<file path="src/rtl/fetch_pc_datapath_pkg.sv">
// ---------------------------------------------------------------------------
// rv32i_types
// Purpose : shared type and constant definitions for the RV32I pipeline.
//           Holds the machine word type plus the reset PC and the bubble
//           value used to flush pipeline registers.
// Ports   : none (package)
// ---------------------------------------------------------------------------
package rv32i_types;

    typedef logic [31:0] rv32i_word;

    // First instruction fetched after reset.
    localparam rv32i_word RESET_PC = 32'h0000_0060;

    // Value written into IF/ID on reset or flush.
    localparam rv32i_word BUBBLE   = 32'h0000_0000;

endpackage

</file>
<file path="src/rtl/fetch_pc_datapath_load_reg.sv">
// ---------------------------------------------------------------------------
// load_reg
// Purpose : generic register with a synchronous, priority reset and a load
//           enable. Used for the PC and for both IF/ID registers.
// Ports   : clk    in  1      rising-edge clock
//           reset  in  1      synchronous active-high reset (beats load)
//           load   in  1      capture d on the next edge
//           d      in  WIDTH  next value
//           q      out WIDTH  registered value
// ---------------------------------------------------------------------------
module load_reg
    import rv32i_types::*;
#(
    parameter int        WIDTH     = 32,
    parameter rv32i_word RESET_VAL = 32'h0000_0000
) (
    input  logic             clk,
    input  logic             reset,
    input  logic             load,
    input  logic [WIDTH-1:0] d,
    output logic [WIDTH-1:0] q
);

    localparam logic [WIDTH-1:0] RESET_Q = RESET_VAL[WIDTH-1:0];

    // Reset wins over load so a flush can never be overridden by a capture.
    always_ff @(posedge clk) begin
        if (reset) begin
            q <= RESET_Q;
        end else if (load) begin
            q <= d;
        end
    end

endmodule

</file>
<file path="src/rtl/fetch_pc_datapath.sv">
// ---------------------------------------------------------------------------
// fetch_pc_datapath
// Purpose : IF-stage datapath of the 5-stage RV32I pipeline. Selects the next
//           PC, holds the PC register, drives the instruction-memory address
//           and captures {pc, instruction} into the IF/ID registers.
// Ports   : clk            in  1      rising-edge clock
//           reset          in  1      synchronous active-high reset
//           pcmux_sel      in  1      1 = redirect to branch_target + flush
//           branch_target  in  WIDTH  redirect target
//           stall_in       in  1      hold PC and IF/ID
//           resp_a         in  1      instruction-memory response valid
//           resp_b         in  1      data-memory response valid
//           rdata_a        in  WIDTH  instruction word for address_a
//           read_a         out 1      instruction-memory read strobe (always 1)
//           address_a      out WIDTH  instruction-memory address (= PC)
//           pc             out WIDTH  IF/ID registered PC
//           instruction    out WIDTH  IF/ID registered instruction
// ---------------------------------------------------------------------------
module fetch_pc_datapath
    import rv32i_types::*;
#(
    parameter int        WIDTH  = 32,
    parameter rv32i_word RST_PC = RESET_PC,
    parameter rv32i_word BUB    = BUBBLE
) (
    input  logic             clk,
    input  logic             reset,
    input  logic             pcmux_sel,
    input  logic [WIDTH-1:0] branch_target,
    input  logic             stall_in,
    input  logic             resp_a,
    input  logic             resp_b,
    input  logic [WIDTH-1:0] rdata_a,
    output logic             read_a,
    output logic [WIDTH-1:0] address_a,
    output logic [WIDTH-1:0] pc,
    output logic [WIDTH-1:0] instruction
);

    logic             w_advance;
    logic             w_ifid_reset;
    logic [WIDTH-1:0] w_pc_next;
    logic [WIDTH-1:0] r_pc;

    // Both memory ports must be done and no hazard stall pending before the
    // fetch stage moves. The +4 wraps naturally at the word boundary.
    always_comb begin
        w_advance    = resp_a & resp_b & ~stall_in;
        w_pc_next    = pcmux_sel ? branch_target : r_pc + WIDTH'(4);
        w_ifid_reset = reset | pcmux_sel;
    end

    assign read_a    = 1'b1;
    assign address_a = r_pc;

    load_reg #(
        .WIDTH     (WIDTH),
        .RESET_VAL (RST_PC)
    ) u_pc_reg (
        .clk   (clk),
        .reset (reset),
        .load  (w_advance),
        .d     (w_pc_next),
        .q     (r_pc)
    );

    // A redirect flushes IF/ID even while the PC itself is waiting on memory,
    // so the wrong-path instruction never reaches decode.
    load_reg #(
        .WIDTH     (WIDTH),
        .RESET_VAL (BUB)
    ) u_ifid_pc_reg (
        .clk   (clk),
        .reset (w_ifid_reset),
        .load  (w_advance),
        .d     (r_pc),
        .q     (pc)
    );

    load_reg #(
        .WIDTH     (WIDTH),
        .RESET_VAL (BUB)
    ) u_ifid_instr_reg (
        .clk   (clk),
        .reset (w_ifid_reset),
        .load  (w_advance),
        .d     (rdata_a),
        .q     (instruction)
    );

endmodule

</file>
<file path="config.mk">
export PLATFORM = sky130hd
export DESIGN_NAME = fetch_pc_datapath
export DESIGN_NICKNAME = d
export VERILOG_FILES = /design/src/rtl/fetch_pc_datapath_pkg.sv /design/src/rtl/fetch_pc_datapath_load_reg.sv /design/src/rtl/fetch_pc_datapath.sv
export SDC_FILE = /design/constraint.sdc
export NUM_CORES = 1
export LEC_CHECK = 0
export BUFFER_PORTS_ARGS = -buffer_cell sky130_fd_sc_hd__buf_2
export CAP_MARGIN = 20
export CORE_UTILIZATION = 45
export DETAILED_ROUTE_END_ITERATION = 16
export GPL_TIMING_DRIVEN = 0
export PLACE_DENSITY = 0.77
export REMOVE_ABC_BUFFERS = 1
export SYNTH_ARGS = -nofsm -noshare
export SYNTH_HDL_FRONTEND = slang
export SYNTH_HIERARCHICAL = 1
export SYNTH_SLANG_ARGS = --single-unit
</file>
<file path="constraint.sdc">
create_clock -name clk -period 1.8 [get_ports clk]
set_input_delay 0.54 -clock clk [delete_from_list [all_inputs] [get_ports clk]]
set_output_delay 0.54 -clock clk [all_outputs]
set_load 0.01 [all_outputs]
</file>
# Word-level counts from Yosys, hierarchy flattened
# Cells that the tools add are included.
# op_classes
addsub	1
n_mux	1
bitwise_logic	4
# op_table
operator	count
32-bit by 3-bit adder with 32-bit output (second input constant)	1
32-bit two-way mux	1
1-bit bitwise AND	2
1-bit inverter	1
1-bit OR	1
# word_totals
reg_bits	96
inputBits	70
wordCells	9

# Logic depth before layout (Yosys ltp)
# Gate-level depths: netlist of the first run.
# depth
depth_word	2
depth_mapped	9
mapped_depth_nobuf	7

# Modules after synthesis
# Netlist of the first run, hierarchy kept.
# by_module_without_submodules
module	n_inst	cells_per_inst	area_per_inst_um2	seq_area_each_um2
load_reg at u_ifid_instr_reg ...	2	103	1163.6	640.6
load_reg at u_pc_reg	1	103	1167.4	640.6
fetch_pc_datapath	1	168	1038.5	0.0

# Worst setup path after synthesis of the first run
# Ideal clock, no wire load.
# synth_path
path_kind	register -> register
start	register u_pc_reg.q[2]
end	register u_pc_reg.q[30]
t_arrival_ns	1.944
slack_ns	-0.209
stages_incl_launch_ff	10
path_cell_list	dfxtp_1 ha_1 and2_1 clkbuf_1 nand4_2 buf_2 or4_1 a31oi_1 mux2i_1 nor2_1
# synth_via
elab_chain_cells	2
# synth_rtl
element	line	source
from (decl)	fetch_pc_datapath_load_reg.sv:21	output logic [WIDTH-1:0] q
from (signal assigned)	fetch_pc_datapath_load_reg.sv:29	q <= RESET_Q;
from (signal assigned)	fetch_pc_datapath_load_reg.sv:31	q <= d;
32-bit by 3-bit adder with 32-bit output	fetch_pc_datapath.sv:49	w_pc_next = pcmux_sel ? branch_target : r_pc + WIDTH'(4);
32-bit two-way mux	fetch_pc_datapath.sv:49	
named net w_pc_next[30]	fetch_pc_datapath.sv:42	logic [WIDTH-1:0] w_pc_next;
# The timed path passes the listed nets, and every way through them passes these cells.
# A chain may end at the register's enable or synchronous reset.

# Worst setup path in the final report of the first run
# layout_path
start	register u_pc_reg.q[8]
end	register u_pc_reg.q[26]
# The elaborated chain is that of the path after synthesis.

==> reports/results.txt, run 1 <==
worst skew pair latency: 0.35 ns
area grow syn2layout: 31.4%
CTS max path bufs: 2
GRT Total Usage: 21.9%
gpl congestion: 0.733
CP startpoint kind: flip-flop
GRT overflow: 0
setup violators final: 6
crit end category: flip-flop
number of synthesized register bits: 96
worst vdd ir: 390 µV
Post-synth ARST share: 0%
max-slew violation count: 0
number of cell rows: 36
Port Buffers: 165
largest net degree at the start of global routing: 65
cells on worst reg2reg path: 7
met3 wire len: 744 µm
RSZ-0062 raised after global routing: true
hold path cells: 3
Required @ worst endpoint: 2.08 ns
clock sink count: 96
diodes inserted: 0
Tmin final: 1.88 ns
Worst-path clk slew: 0.09 ns
cell count after synthesis: 477
DR WL/cell: 14.9 µm
post-detail-place hpwl: 7.20 mm
area leader, netlist: dfxtp_1
failing checks: negative setup slack
crit path max fanout: 7
most common cell in the netlist: nor2_1
WS Path Type: flip-flop to flip-flop
routed vias/inst: 5.28
worst-margin pin slew: 0.834 ns
relative max-transition margin: 44.3%
beginning of the worst hold path: rdata_a[28]
highest routed layer: met4
Hold/Removal Path Class: primary input to flip-flop
r2r setup slk: -0.08 ns
Worst Skew: 0.0117 ns
Max-Cap Viols: 0
Die H: 102 µm
Critical R2R Launch: u_pc_reg/q[8]
CTS tree: done
DR vias: 4,223
initial antenna violation count: 0
global-route wire length before repair: 17.8 mm
width of the die: 102 µm
Netlist Area Pre-Place: 4530 µm²
proportion of layout cells with a drive suffix above 1: 41.1%
Crit Reg-Reg Endpoint: u_pc_reg/q[26]
register area share after synthesis: 42.4%
Synth cell types: 34
I/O pins: 167
final period utilization: 104%
synth warn: 6
initial core utilization: 46.4%
Avg Inst Size Synth: 9.50 µm²
metal2 WL: 5.97 mm
Layout fillers: 857
vias in the first global route: 3,792
status: finished with violations
leak pwr: 2.57 nW
final-report hold violation count: 0
CTS Hold Bufs: 0
die area: 10,500 µm²
setup_tns: -0.206 ns
Synth top area share: 42.4%
Routed Antenna Nets: 0
routed length on met1: 5.02 mm
Pre-Repair DR Iteration Count: 4
pre-CTS setup slack: -0.690 ns
Cell Pwr Density: 648 nW/µm²
post-route setup slack: -0.0794 ns
# nets final: 733
H-tree Lvls: 3
WL final: 11.9 mm
fmax: 532 MHz
CORE AREA: 9770 µm²
DR DRC count: 0
top cells by area, synth: dfxtp_1 42%, mux2i_1 21%, nor2_1 9.0%
clock root cell: clkbuf_8
Min-Delay Endpoint: u_ifid_instr_reg/q[28]
Worst Path Arrival: 2.16 ns
CTS Buf Count: 9
Post-synth EDFFs: 0
top cells by count, synth: 109 x nor2_1, 96 x dfxtp_1, 94 x mux2i_1, 24 x nand2_1, 16 x clkbuf_1
Main synth FF type: dfxtp_1
Initial DRC Count: 179
## kinds of logic after synthesis
kind of cell	share of synthesized area (%)
buffers and inverters	7.81
flip-flops	42.4
AO/OA/AOI/OAI	6.54
other	0.0827
multiplexers	21.5
adder cells (fa/ha/maj)	0.276
XOR/XNOR	2.13
AND/OR/NAND/NOR	19.3
## through the flow
step	hold WS [ns]	area, µm²	cells	power (mW)	utilization [%]
finish	0.424	5960	800	3.86	60.9
global route	0.413	5960	800	4.04	60.9
CTS	0.408	5790	790	3.89	59.2
detailed placement	0.476	5250	741	2.63	53.7
global placement	0.466	5180	738	2.66	53.0
floorplan	0.532	4190	440	2.48	-
## flip-flops by register name, summed over array words and instances, names as in the netlist
name	flops
u_ifid_instr_reg/q	32
u_pc_reg/q	32
u_ifid_pc_reg/q	32
## how the worst max path moves through the flow
stage,from,to
finish,u_pc_reg/q[8],u_pc_reg/q[26]
floorplan,resp_a,u_ifid_instr_reg/q[0]
CTS,u_pc_reg/q[7],u_pc_reg/q[26]
global placement,resp_a,u_ifid_pc_reg/q[24]
detailed placement,reset,u_ifid_instr_reg/q[26]
global route,u_pc_reg/q[10],u_pc_reg/q[20]
## cells in the final DEF, fill, tap and decap left out, types with 4 or more instances in the layout
| cell type | synthesis | final |
|---|---|---|
| clkbuf_8 | 1 | 10 |
| xor2_1 | 9 | 9 |
| nor2_1 | 109 | 108 |
| a31oi_1 | 14 | 14 |
| buf_4 | 1 | 33 |
| nand4_4 | 1 | 4 |
| or4_1 | 14 | 10 |
| buf_2 | 5 | 163 |
| dfxtp_2 | 0 | 10 |
| nand4_1 | 8 | 8 |
| o31ai_1 | 12 | 9 |
| or4_4 | 0 | 4 |
| buf_6 | 5 | 6 |
| o21ai_0 | 14 | 14 |
| dfxtp_4 | 0 | 15 |
| nand2_1 | 24 | 24 |
| mux2i_1 | 94 | 94 |
| nand3_1 | 9 | 9 |
| dfxtp_1 | 96 | 71 |
## cell type report
class / count / area, µm² / share of cell area [%]
repair inverters: 1 / 7.51 / 0.126
multi-input cells: 344 / 2400 / 40.4
flip-flops and latches: 96 / 1990 / 33.4
clock buffers: 13 / 149 / 2.50
inverters: 3 / 15.0 / 0.252
well taps: 133 / 166 / 2.79
repair buffers: 207 / 1210 / 20.2
clock inverters: 3 / 17.5 / 0.294
## repair_timing
action / CTS / global route
buffers inserted: 30 / 9
setup endpoints to repair: 84 / 81
pin swaps: 9 / 20
resized for setup: 54 / 24
gates cloned: 3 / 1
## routing by layer
metal / vias to the layer above / GRT usage [%]
li1: 2042 / -
met1: 2016 / 26.4
met2: 146 / 38.2
met3: 19 / 4.38
met4: 0 / 8.68
met5: - / 0
## where the power goes
| group | leakage [nW] | switching [mW] | total [mW] | internal, mW |
|---|---|---|---|---|
| logic | 1.69 | 0.226 | 0.427 | 0.201 |
| clock network | 0.0834 | 0.714 | 1.25 | 0.539 |
| registers | 0.791 | 0.0378 | 2.18 | 2.14 |
| total | 2.57 | 0.978 | 3.86 | 2.88 |
## critical path, cell delays in order (launching register included)
cell	delay (ns)
dfxtp_4	0.35
and4_4	0.28
nand4_4	0.17
buf_6	0.19
or4_4	0.47
a31oi_1	0.14
mux2i_1	0.10
nor2_1	0.10
Power figures use the tool's default switching activity.
==> run 2, diff against run 1 <==
- CELL_PAD_IN_SITES_DETAIL_PLACEMENT: unset -> 2
- CELL_PAD_IN_SITES_GLOBAL_PLACEMENT: unset -> 2
- CORE_UTILIZATION: 45 -> 26
- PLACE_DENSITY: 0.77 -> unset
- PLACE_DENSITY_LB_ADDON: unset -> 0.1
- REMOVE_ABC_BUFFERS: 1 -> unset
==> run 2 against run 1 <==
- the flow still finishes with violations (negative setup slack)
- highest routed layer unchanged
- design area up 6.7%
- sequential cell count unchanged
- critical path depth up 1
- setup slack worse by 0.048 ns
- clock power up 50%
- first-iteration DRC count down 43%
- sequential share of layout area down 2.2 points
==> reports/results.txt, run 2 (same netlist as run 1, synthesis figures left out) <==
Pwr Total: 4.52 mW (was 3.86 mW)
width of the die: 134 µm (was 102 µm)
post-route setup slack: -0.127 ns (was -0.0794 ns)
Die H: 134 µm (was 102 µm)
Max-Cap Viols: 0 (unchanged)
CTS tree: done (unchanged)
Non-Filler Instances: 902 (was 800)
Final Cell Area: 6350 µm² (was 5960 µm²)
DR vias: 4,250 (was 4,223)
final period utilization: 107% (was 104%)
H-tree Lvls: 3 (unchanged)
# nets final: 749 (was 733)
CTS max path bufs: 2 (unchanged)
Core Util, Final: 37.8% (was 60.9%)
DR DRC count: 0 (unchanged)
Routed Antenna Nets: 0 (unchanged)
initial antenna violation count: 1 (was 0)
RSZ-0062 raised after global routing: true (unchanged)
diodes inserted: 0 (unchanged)
largest net degree at the start of global routing: 16 (was 65)
setup_tns: -0.192 ns (was -0.206 ns)
Hold/Removal Path Class: primary input to flip-flop (unchanged)
global-route wire length before repair: 24.2 mm (was 17.8 mm)
post-detail-place hpwl: 11.0 mm (was 7.20 mm)
number of cell rows: 47 (was 36)
pre-CTS setup slack: -0.651 ns (was -0.690 ns)
CP peak stage delay: 0.49 ns (was 0.47 ns)
crit end category: flip-flop (unchanged)
commonest non-fill, non-tap cell in the layout: buf_2 (unchanged)
crit path to: u_pc_reg/q[30] (was u_pc_reg/q[26])
Pre-Repair DR Iteration Count: 4 (unchanged)
hold_ws: 0.441 ns (was 0.424 ns)
post-placement cell count: 861 (was 741)
CTS Buf Count: 9 (unchanged)
CTS Hold Bufs: 0 (unchanged)
proportion of layout cells with a drive suffix above 1: 41.9% (was 41.1%)
area grow syn2layout: 40.2% (was 31.4%)
WS Path Type: flip-flop to flip-flop (unchanged)
I/O pins: 167 (unchanged)
GRT Total Usage: 17.2% (was 21.9%)
worst vdd ir: 397 µV (was 390 µV)
Critical R2R Launch: u_pc_reg/q[2] (was u_pc_reg/q[8])
failing checks: negative setup slack (unchanged)
max-slew violation count: 0 (unchanged)
Cell Pwr Density: 712 nW/µm² (was 648 nW/µm²)
fmax: 519 MHz (was 532 MHz)
CP max-delay cell: or4_1 (was or4_4)
vias in the first global route: 4,638 (was 3,792)
Worst Skew: 0.0136 ns (was 0.0117 ns)
Crit Reg-Reg Endpoint: u_pc_reg/q[30] (was u_pc_reg/q[26])
die area: 18,000 µm² (was 10,500 µm²)
crit path max fanout: 5 (was 7)
initial core utilization: 27.0% (was 46.4%)
DR WL/cell: 16.8 µm (was 14.9 µm)
Required @ worst endpoint: 2.08 ns (about the same)
Mapped Nets: 548
Worst-path clk slew: 0.07 ns (was 0.09 ns)
worst-margin pin slew: 0.616 ns (was 0.834 ns)
Layout fillers: 1,916 (was 857)
commonest cells after routing, fill and taps aside: 168 x buf_2, 109 x nor2_1, 94 x mux2i_1 (was 163 x buf_2, 108 x nor2_1, 94 x mux2i_1)
worst skew pair latency: 0.35 ns (about the same)
placed cell area: 5690 µm² (was 5250 µm²)
r2r setup slk: -0.13 ns (was -0.08 ns)
leak pwr: 2.68 nW (was 2.57 nW)
gpl congestion: 0.721 (was 0.733)
Initial DRC Count: 102 (was 179)
CP cell instances: ha_4 > and2_4 > nand4_4 > buf_6 > or4_1 > a31oi_1 > mux2i_1 > nor2_1 (was and4_4 > nand4_4 > buf_6 > or4_4 > a31oi_1 > mux2i_1 > nor2_1)
biggest regs: u_ifid_instr_reg/q (32), u_ifid_pc_reg/q (32), u_pc_reg/q (32) (unchanged)
crit path from: u_pc_reg/q[2] (was u_pc_reg/q[8])
CP startpoint kind: flip-flop (unchanged)
setup violators final: 5 (was 6)
CORE AREA: 16,800 µm² (was 9770 µm²)
clock sink count: 96 (unchanged)
status: finished with violations (unchanged)
Tmin final: 1.93 ns (was 1.88 ns)
Worst Path Arrival: 2.21 ns (was 2.16 ns)
cells on worst reg2reg path: 8 (was 7)
Port Buffers: 164 (was 165)
GRT overflow: 0 (unchanged)
WL final: 15.1 mm (was 11.9 mm)
relative max-transition margin: 59.0% (was 44.3%)
routed vias/inst: 4.71 (was 5.28)
clock root cell: clkbuf_16 (was clkbuf_8)
final-report hold violation count: 0 (unchanged)
## run 2: layer usage
| layer | part of all wire (%) | wire, µm | global-route usage (%) | vias to the layer above |
|---|---|---|---|---|
| met5 | 0 | 0 | 0 | - |
| met4 | 1.1 | 161 | 5.56 | 0 |
| met3 | 4.7 | 703 | 3.21 | 9 |
| met2 | 49 | 7470 | 30.2 | 111 |
| met1 | 45 | 6770 | 21.0 | 2065 |
| li1 | - | - | - | 2065 |
## run 2: worst min-delay path by stage
stage / startpoint / end / cells past startpoint
floorplan: u_pc_reg/q[3] / u_pc_reg/q[3] / 2
global placement: u_ifid_instr_reg/q[18] / u_ifid_instr_reg/q[18] / 2
detailed placement: u_ifid_pc_reg/q[28] / u_ifid_pc_reg/q[28] / 2
CTS: rdata_a[31] / u_ifid_instr_reg/q[31] / 3
global route: rdata_a[11] / u_ifid_instr_reg/q[11] / 3
finish: rdata_a[9] / u_ifid_instr_reg/q[9] / 3
## run 2: area by class of cell
class / instances / area, µm² / share of cell area [%]
Sequential cell: 96 / 1990 / 31.3
Tap cell: 220 / 275 / 4.33
Clock inverter: 4 / 47.5 / 0.748
Timing Repair Buffer: 191 / 1020 / 16.1
Multi-Input combinational cell: 341 / 2400 / 37.8
Buffer: 36 / 374 / 5.89
Inverter: 3 / 11.3 / 0.177
Clock buffer: 11 / 233 / 3.66
## run 2: report_power, final
group	internal (mW)	total, mW	switching, mW
clock network	1.07	1.87	0.801
logic	0.228	0.475	0.247
registers	2.14	2.18	0.0391
## run 2: critical path: cells and delay by family (launching register included)
kind	cells	cell delay [ns]
adders and majority gates	1	0.13
muxes	1	0.10
and+or+nand+nor	4	0.87
buffers and inverters	1	0.17
AOI/OAI and AO/OA	1	0.21
DFF	1	0.37
## run 2: what timing repair did
action | 4_1_cts | 5_1_grt
setup buffers | 21 | 3
resized for setup | 45 | 23
endpoints found under the setup margin | 75 | 75
cloned | 3 | 0
pin swaps | 15 | 14
==> run 3, diff against run 2 <==
- BUFFER_PORTS_ARGS: -buffer_cell sky130_fd_sc_hd__buf_2 -> unset
- CORE_UTILIZATION: 26 -> 33
- DONT_BUFFER_PORTS: unset -> 1
==> run 3 against run 2 <==
- the flow still finishes with violations (negative setup slack)
- global-route usage grew 2.9 points
- clock-buffer cell count is the same
- via count shrank 14%
- critical path depth shrank 1
- critical path type unchanged
- sequential cell count is the same
- design area shrank 14%
- sequential share of layout area grew 5.2 points
==> reports/results.txt, run 3 (same netlist as run 1, synthesis figures left out) <==
status: finished with violations (unchanged)
failing checks: negative setup slack (unchanged)
global-route wire length before repair: 21.9 mm (was 24.2 mm)
WS Path Type: flip-flop to flip-flop (unchanged)
Final Cell Area: 5480 µm² (was 6350 µm²)
final-report hold violation count: 0 (unchanged)
initial core utilization: 34.1% (was 27.0%)
DR DRC count: 0 (unchanged)
biggest regs: u_ifid_instr_reg/q (32), u_ifid_pc_reg/q (32), u_pc_reg/q (32) (unchanged)
# nets final: 576 (was 749)
switching power: 1.10 mW (was 1.09 mW)
initial antenna violation count: 0 (was 1)
Pwr Total: 4.56 mW (was 4.52 mW)
routed length on met1: 5.63 mm (was 6.77 mm)
highest routed layer: met4 (unchanged)
Layout fillers: 1,442 (was 1,916)
Worst-path clk slew: 0.07 ns (about the same)
leak pwr: 1.87 nW (was 2.68 nW)
GRT Total Usage: 20.1% (was 17.2%)
die area: 14,200 µm² (was 18,000 µm²)
CP peak stage delay: 0.40 ns (was 0.49 ns)
proportion of layout cells with a drive suffix above 1: 22.4% (was 41.9%)
crit end category: flip-flop (unchanged)
Initial DRC Count: 63 (was 102)
CTS Hold Bufs: 0 (unchanged)
sequential group share of total power: 48.4% (was 48.2%)
max-slew violation count: 0 (unchanged)
CTS max path bufs: 2 (unchanged)
WL final: 13.9 mm (was 15.1 mm)
Worst Path Arrival: 2.20 ns (was 2.21 ns)
worst skew pair latency: 0.34 ns (was 0.35 ns)
Core Util, Final: 41.2% (was 37.8%)
GRT overflow: 0 (unchanged)
metal2 WL: 6.93 mm (was 7.47 mm)
family with the most delay on the worst path: simple AND/OR/NAND/NOR gates (unchanged)
Tmin final: 1.92 ns (was 1.93 ns)
met3 wire len: 1.09 mm (was 703 µm)
final period utilization: 107% (about the same)
Max-Cap Viols: 0 (unchanged)
crit path max fanout: 6 (was 5)
setup_tns: -1.03 ns (was -0.192 ns)
CORE AREA: 13,300 µm² (was 16,800 µm²)
clock sink count: 96 (unchanged)
width of the die: 119 µm (was 134 µm)
Routed Antenna Nets: 0 (unchanged)
worst-margin pin slew: 0.633 ns (was 0.616 ns)
gpl congestion: 0.740 (was 0.721)
Worst Skew: 0.00711 ns (was 0.0136 ns)
Cell Pwr Density: 832 nW/µm² (was 712 nW/µm²)
worst vdd ir: 401 µV (was 397 µV)
CTS Buf Count: 9 (unchanged)
WP buf/inv: 1 (unchanged)
DR WL/cell: 20.2 µm (was 16.8 µm)
H-tree Lvls: 3 (unchanged)
CP startpoint kind: flip-flop (unchanged)
CP cell instances: and4_4 > nand4_4 > buf_6 > or4_1 > a31oi_1 > mux2i_1 > nor2_1 (was ha_4 > and2_4 > nand4_4 > buf_6 > or4_1 > a31oi_1 > mux2i_1 > nor2_1)
Pre-Repair DR Iteration Count: 4 (unchanged)
RSZ-0062 raised after global routing: true (unchanged)
Mapped Nets: 548 (unchanged)
Non-Filler Instances: 686 (was 902)
switching share of total power: 24.2% (was 24.0%)
I/O pins: 167 (unchanged)
diodes inserted: 0 (unchanged)
commonest non-fill, non-tap cell in the layout: nor2_1 (was buf_2)
placed cell area: 4810 µm² (was 5690 µm²)
Hold/Removal Path Class: primary input to flip-flop (unchanged)
post-route setup slack: -0.121 ns (was -0.127 ns)
setup violators final: 14 (was 5)
Pint: 3.46 mW (was 3.44 mW)
vias in the first global route: 4,066 (was 4,638)
post-placement cell count: 653 (was 861)
fmax: 521 MHz (was 519 MHz)
clock power share: 44.3% (was 41.3%)
hold_ws: 0.291 ns (was 0.441 ns)
DR vias: 3,664 (was 4,250)
number of cell rows: 42 (was 47)
routed vias/inst: 5.34 (was 4.71)
post-detail-place hpwl: 9.70 mm (was 11.0 mm)
area grow syn2layout: 20.9% (was 40.2%)
Required @ worst endpoint: 2.08 ns (about the same)
CP max-delay cell: dfxtp_4 (was or4_1)
Die H: 119 µm (was 134 µm)
commonest cells after routing, fill and taps aside: 109 x nor2_1, 94 x mux2i_1, 72 x dfxtp_1 (was 168 x buf_2, 109 x nor2_1, 94 x mux2i_1)
combinational power share: 7.3% (was 10.5%)
clock root cell: clkbuf_16 (unchanged)
pre-CTS setup slack: -0.669 ns (was -0.651 ns)
largest net degree at the start of global routing: 17 (was 16)
Port Buffers: 0 (was 164)
CTS tree: done (unchanged)
relative max-transition margin: 57.8% (was 59.0%)
run 3: worst paths after layout:
check | startpoint | to | slack (ns) | cells after the start
worst max-delay path | u_pc_reg/q[12] | u_pc_reg/q[30] | -0.12 | 7
worst min-delay path | reset | u_pc_reg/q[5] | 0.29 | 1
worst max register to register | u_pc_reg/q[12] | u_pc_reg/q[30] | -0.12 | 7
worst min register to register | u_ifid_pc_reg/q[26] | u_ifid_pc_reg/q[26] | 0.56 | 2
run 3: power by group through the flow:
stage,clock (mW),sequential [mW],combinational [mW]
2_1_floorplan,0,2.25,0.254
3_3_place_gp,0,2.27,0.314
3_5_place_dp,0,2.27,0.325
4_1_cts,2.09,2.21,0.334
5_1_grt,2.16,2.21,0.367
6_report,2.02,2.21,0.332
run 3: final cells by class:
cell class | instances | area (µm²) | area share [%]
buffer | 36 | 372 | 6.78
clock buffer | 11 | 254 | 4.63
clock inverter | 5 | 61.3 | 1.12
inverter | 3 | 11.3 | 0.205
multi-input combinational | 341 | 2400 | 43.8
sequential | 96 | 2000 | 36.5
tap | 176 | 220 | 4.02
timing repair buffer | 18 | 164 | 2.99
run 3: timing repair:
item	in CTS	in global routing
setup endpoints to repair	77	61
cloned	1	0
gates resized for setup	55	21
setup buffers	14	3
pin swaps	17	9
run 3: metal layers:
metal,global-route usage [%],up-vias
li1,-,1725
met1,22.6,1802
met2,35.6,119
met3,5.89,18
met4,7.44,0
met5,0,-
run 3: worst register-to-register path: stages (launching register included):
cell	delay, ns
dfxtp_4	0.40
and4_4	0.30
nand4_4	0.13
buf_6	0.17
or4_1	0.40
a31oi_1	0.22
mux2i_1	0.12
nor2_1	0.10
